File: src/rtl/persist_high_monitor.sv
// Run-time checker for "m holds high now and on every later cycle"; each low enabled sample is a violation.
// Optional cycle timestamp of the first violation is enabled with `define PERSIST_MON_TIMESTAMP_EN.
module persist_high_monitor #(
  parameter int CNT_W = 16,
  parameter int TS_W  = 32
) (
  input  logic             clk,
  input  logic             rst_n,
  input  logic             en,
  input  logic             clr,
  input  logic             m,
  output logic             fail_pulse,
  output logic             fail_sticky,
  output logic [CNT_W-1:0] fail_count,
  output logic [CNT_W-1:0] run_len,
  output logic [CNT_W-1:0] max_run,
  output logic             armed,
  output logic [TS_W-1:0]  first_fail_ts
);

  localparam logic [CNT_W-1:0] CNT_MAX = '1;
  localparam logic [CNT_W-1:0] CNT_ONE = CNT_W'(1);

  logic             fail_pulse_q, fail_pulse_d;
  logic             fail_sticky_q, fail_sticky_d;
  logic [CNT_W-1:0] fail_count_q, fail_count_d;
  logic [CNT_W-1:0] run_len_q, run_len_d;
  logic [CNT_W-1:0] max_run_q, max_run_d;
  logic             armed_q, armed_d;
  logic             viol;

  always_comb begin
    // NOTE: every combinational output gets a default first so no path leaves it unassigned (no latch).
    fail_pulse_d  = 1'b0;
    fail_sticky_d = fail_sticky_q;
    fail_count_d  = fail_count_q;
    run_len_d     = run_len_q;
    max_run_d     = max_run_q;
    armed_d       = armed_q;
    viol          = 1'b0;
    if (clr) begin
      fail_sticky_d = 1'b0;
      fail_count_d  = '0;
      run_len_d     = '0;
      max_run_d     = '0;
      armed_d       = 1'b0;
    end else if (en) begin
      armed_d = 1'b1;
      // An X/Z sample fails the equality test and so falls into the violation branch.
      if (m == 1'b1) begin
        if (run_len_q != CNT_MAX) run_len_d = run_len_q + CNT_ONE;
        if (run_len_d > max_run_q) max_run_d = run_len_d;
      end else begin
        viol          = 1'b1;
        fail_pulse_d  = 1'b1;
        fail_sticky_d = 1'b1;
        run_len_d     = '0;
        if (fail_count_q != CNT_MAX) fail_count_d = fail_count_q + CNT_ONE;
      end
    end
  end

  // NOTE: sequential state uses non-blocking assignments so all flops update from pre-edge values.
  always_ff @(posedge clk or negedge rst_n) begin
    if (!rst_n) begin
      fail_pulse_q  <= 1'b0;
      fail_sticky_q <= 1'b0;
      fail_count_q  <= '0;
      run_len_q     <= '0;
      max_run_q     <= '0;
      armed_q       <= 1'b0;
    end else begin
      fail_pulse_q  <= fail_pulse_d;
      fail_sticky_q <= fail_sticky_d;
      fail_count_q  <= fail_count_d;
      run_len_q     <= run_len_d;
      max_run_q     <= max_run_d;
      armed_q       <= armed_d;
    end
  end

  assign fail_pulse  = fail_pulse_q;
  assign fail_sticky = fail_sticky_q;
  assign fail_count  = fail_count_q;
  assign run_len     = run_len_q;
  assign max_run     = max_run_q;
  assign armed       = armed_q;

`ifdef PERSIST_MON_TIMESTAMP_EN
  localparam logic [TS_W-1:0] TS_ONE = TS_W'(1);

  logic [TS_W-1:0] ts_q, ts_d;
  logic [TS_W-1:0] first_ts_q, first_ts_d;

  // Free-running cycle counter; wraps naturally at its top value.
  always_comb begin
    ts_d       = ts_q + TS_ONE;
    first_ts_d = first_ts_q;
    if (clr) begin
      ts_d       = '0;
      first_ts_d = '0;
    end else if (viol && !fail_sticky_q) begin
      first_ts_d = ts_q;
    end
  end

  always_ff @(posedge clk or negedge rst_n) begin
    if (!rst_n) begin
      ts_q       <= '0;
      first_ts_q <= '0;
    end else begin
      ts_q       <= ts_d;
      first_ts_q <= first_ts_d;
    end
  end

  assign first_fail_ts = first_ts_q;
`else
  assign first_fail_ts = '0;
`endif

endmodule

File: config.mk
export PLATFORM = sky130hd
export DESIGN_NAME = persist_high_monitor
export DESIGN_NICKNAME = d
export VERILOG_FILES = /design/src/rtl/persist_high_monitor.sv
export SDC_FILE = /design/constraint.sdc
export NUM_CORES = 1
export LEC_CHECK = 0
export ABC_AREA = 1
export CAP_MARGIN = 30
export CORE_AREA = 2 2 91 93
export CTS_CLUSTER_DIAMETER = 150
export DETAILED_ROUTE_END_ITERATION = 16
export DIE_AREA = 0 0 93 95
export GPL_ROUTABILITY_DRIVEN = 0
export PLACE_DENSITY = 0.75
export SYNTH_ARGS = -nofsm -noshare
export SYNTH_HDL_FRONTEND = slang
export SYNTH_SLANG_ARGS = --single-unit
File: constraint.sdc
create_clock -name clk -period 2.77 [get_ports clk]
set_input_delay 0.554 -clock clk [delete_from_list [all_inputs] [get_ports clk]]
set_output_delay 0.554 -clock clk [all_outputs]
set_load 0.01 [all_outputs]
==> results <==
- The number of antenna violations at the first check in global routing is 0.
- Summing internal, switching and leakage power gives 1.54 mW.
- The number of buffers inserted during clock tree synthesis is 5.
- The first detailed-routing pass ran for 5 iterations.
- The Yosys step of the flow raised 0 warnings.
- The clock sink count is 51.
- The sequential power share is 51.6%.
- Headroom to the max-slew limit came out at 56.6%.
- In this run switching power makes up 29.9% of total power.
- In the routed design, unresolved DRC markers number 0.
- The share of the core filled with cells in the final layout is 56.5%.
- The number of nets in the finished design is 565.
- Counting along the longest clock path gives a buffer depth of 2.
- The arrival time at the worst endpoint is 3.02 ns.
- The leakage power is 2.13 nW.
- Once the floorplan was initialized, standard cells occupied 43.9% of the core.
- The post-route minimum period is 2.77 ns.
- The wire length after detailed routing is 9.02 mm.
- The number of max-slew violations in the final report is 0.
- After global routing the overflow that remains totals 0.
- The reg-to-reg startpoint is run_len[1].
- Once detail routing completed, the nets flagged for antenna violations numbered 0.
- The worst-case vdd ir drop is 349 uV.
- The mean number of vias per cell is 5.00.
- The critical path ends at max_run[8].
- Entering global routing, the biggest net connects 52 pins.
- The clock network is responsible for 27.3% of the overall power.
- The total global-route track usage is 20.0%.
- The clock tree synthesis step divided the H-tree into 2 levels.
- The via count of the first global-routing pass was 3161.
- The peak clock frequency supported by timing is 361 MHz.
- The number of cell instances on the worst register-to-register path is 22.
- The post-synthesis average cell area is 7.53 um^2.
- The required time reported for the critical path endpoint is 3.02 ns.
- The biggest cell delay along the critical path is 0.41 ns.
- STA classifies the critical path endpoint as a register.
- The final-layout fill cell count is 737.
- For the pin with the worst max-slew slack, the measured transition is 0.651 ns.
- The total count of hold-check failures in the final report is 0.
- 88 I/O pins were placed.
- The max-cap violation count is 0.
- Setup violations remaining at the end of the flow were counted as 0.
- The met2 layer wire length in the routed design is 4.55 mm.
- After detailed routing, the average wire length per cell comes to 13.9 um.
- The length of routed wiring on met1 is 3.62 mm.
- The initial detailed-routing violation count is 208.
- The clock root buffer is sky130_fd_sc_hd__clkbuf_8.
- The logic gate share of total power is 21.0%.
- The fraction of registers with async set/reset is 100%.
- The wire length of the first global-routing pass is 14.0 mm.
- The full die area is 8840 um^2.
- The post-layout instance area is 4480 um^2.
- The instance count of the mapped netlist is 462.
- In this run the horizontal extent of the chip is 93 um.
- Of the synthesized area, sequential elements account for 36.7%.
- The number of core rows is 33.
- After synthesis the netlist holds a flip-flop and latch count of 51.
- The cell internal power dissipation is 1.08 mW.
- For the final database, setup skew stands at 0.0122 ns.
- The run finished with clean final reports.
- The total cell area at the placement stage is 4100 um^2.
- The routed design uses 525 um of met3 wire.
- The layout overhead on the synthesized area is 28.6%.
- The worst setup path is launched from a register.
- The routed layout has 3234 vias.
- The clock latency of the later-clocked register in the worst-skew pair is 0.31 ns.
- The floorplan core area is 7930 um^2.
- The repair_antennas step left the layout with diodes totalling 0.
- The cell that appears most often on the critical path is sky130_fd_sc_hd__nand2_1.
- The number of synthesized flops with an enable pin is 0.
- The total net switching power is 460 uW.
- Setup repair after global routing could not meet its margin everywhere.
- By startpoint and endpoint, the worst setup path is classified as reg2reg.
- The power density of the placed cells is 343 nW/um^2.
- TritonCTS built the clock tree.
- The highest metal layer used by the detailed router is met4.
- Among all flip-flop cells after synthesis, the most frequent one is sky130_fd_sc_hd__dfrtp_1.
- The count of different cell masters after synthesis is 38.
- The share of post-route cells with drive strength above 1 is 17.7%.
- After layout, the worst path uses 100% of the clock period.
- The critical path starts at run_len[1].
- The finished layout holds 647 standard cells, fillers aside.
- The height of the chip is 95 um.
- The class of the tightest hold or removal check is in2async.
- The signal on the critical path passes through ha_2, nand2_2, nor2_4, nand2_4, nor2_8, nand2_2, o21ai_2, inv_2, ha_4, nand2_1, nand2_1, nand2_1, nand2_1, nand2_1, nand2_1, nand2_1, nand2_1, nand2_2, nand2_4, clkbuf_16, nand3_2, nand2_1.
- The critical-path cell with the highest stage delay is sky130_fd_sc_hd__dfrtp_1.
- The area of the mapped netlist is 3480 um^2.
- The endpoint identified for the worst register-to-register timing path is max_run[8].
- The number of buffer cells added on primary ports is 55.
- Including well taps, the total number of placed cells is 630.
- After clock tree synthesis, the clock-pin slew on the worst setup and hold paths is 0.09 ns.
- The worst setup slack for register-to-register paths is 0.00004 ns.
- The largest fanout on the critical path is 8.
- The placed wire-length estimate is 6.43 mm.
## through the flow
step	hold slack, ns	TNS, ns	setup slack [ns]
floorplan	0.258	0	0.0633
global route	0.408	-2.39	-0.163
finish	0.352	0	0.0000351
CTS	0.380	0	0.00552
global placement	0.480	-1.50	-0.100
detailed placement	0.486	-2.40	-0.184
## cell type report
cell class                 instances  area [um^2]  share of cell area [%]
tap                              105          131                    2.93
clock buffer                       7         76.3                    1.70
multi-input combinational        340         1970                    44.0
inverter                          61          236                    5.28
sequential                        51         1280                    28.5
timing repair buffer              83          785                    17.5
## critical path: cells and delay by family, from the launching register on
| family | cells | cell delay, ns |
|---|---|---|
| flip-flops | 1 | 0.41 |
| AO/OA/AOI/OAI | 1 | 0.10 |
| adder cells (fa/ha/maj) | 2 | 0.48 |
| AND/OR/NAND/NOR | 17 | 1.43 |
| buffers and inverters | 2 | 0.25 |
## cell families after synthesis
family / Yosys count / synth area share, %
and+or+nand+nor: 219 / 27.4
buffers and inverters: 102 / 15.6
AOI/OAI and AO/OA: 57 / 10.1
DFF: 51 / 36.7
adders and majority gates: 18 / 6.47
xor gates and xnor gates: 14 / 3.74
other: 1 / 0.108
## flip-flops by register name (all words and copies together), names as in the netlist
name	cells
fail_sticky	1
run_len	16
armed	1
max_run	16
fail_pulse	1
fail_count	16
## how the worst min path moves through the flow
stage,startpoint,to,slack (ns),cells past startpoint
3_3_place_gp,fail_sticky,fail_sticky,0.48,1
2_1_floorplan,rst_n,armed,0.26,0
6_report,rst_n,run_len[5],0.35,2
4_1_cts,rst_n,run_len[2],0.38,2
3_5_place_dp,max_run[2],max_run[2],0.49,2
5_1_grt,rst_n,run_len[5],0.41,2
## layer usage
layer | up-vias | GRT usage [%]
met5 | - | 0
met4 | 0 | 9.44
met3 | 32 | 3.11
met2 | 133 | 35.3
met1 | 1504 | 24.1
li1 | 1565 | -
## repair_timing
action / 4_1_cts / 5_1_grt
gates cloned: 0 / 1
resized for setup: 2 / 44
pin swaps: 0 / 9
hold buffers: 0 / 0
buffers inserted: 0 / 9
endpoints found under the hold margin: 0 / 0
setup endpoints to repair: 16 / 16
## power groups by stage
stage	sequential [mW]	combinational (mW)	clock (mW)
after floorplan	0.814	0.177	0
after global placement	0.806	0.251	0
after detailed placement	0.807	0.255	0
after CTS	0.792	0.258	0.431
after global routing	0.797	0.357	0.459
final	0.793	0.323	0.420
## layout by cell type (no fill, tap or decap), drive strengths merged, types with 2 or more instances in the layout
cell	netlist	routed
a21oi	21	21
a22o	2	2
buf	39	28
clkbuf	2	8
clkdlybuf4s50	0	54
conb	1	32
dfrtp	51	51
ha	18	18
inv	61	61
nand2	117	117
nand3	30	30
nand3b	2	2
nand4	4	4
nor2	56	56
nor3	9	9
o21a	2	2
o21ai	17	17
o22ai	8	8
o31ai	4	4
xnor2	4	4
xor2	10	10
## synthesized netlist by cell type, types with 3 or more instances
| cell type | instances | area, um^2 |
|---|---|---|
| sky130_fd_sc_hd__a21oi_1 | 15 | 75.1 |
| sky130_fd_sc_hd__a21oi_2 | 6 | 52.6 |
| sky130_fd_sc_hd__buf_4 | 36 | 270 |
| sky130_fd_sc_hd__dfrtp_1 | 51 | 1280 |
| sky130_fd_sc_hd__ha_1 | 18 | 225 |
| sky130_fd_sc_hd__inv_1 | 54 | 203 |
| sky130_fd_sc_hd__inv_2 | 6 | 22.5 |
| sky130_fd_sc_hd__nand2_1 | 113 | 424 |
| sky130_fd_sc_hd__nand2_2 | 3 | 18.8 |
| sky130_fd_sc_hd__nand3_1 | 30 | 150 |
| sky130_fd_sc_hd__nand4_1 | 4 | 25.0 |
| sky130_fd_sc_hd__nor2_1 | 52 | 195 |
| sky130_fd_sc_hd__nor3_1 | 7 | 35.0 |
| sky130_fd_sc_hd__o21ai_0 | 16 | 80.1 |
| sky130_fd_sc_hd__o22ai_1 | 8 | 50.1 |
| sky130_fd_sc_hd__o31ai_1 | 4 | 30.0 |
| sky130_fd_sc_hd__xnor2_1 | 4 | 35.0 |
| sky130_fd_sc_hd__xor2_1 | 9 | 78.8 |
(Power assumes the default switching activity.)
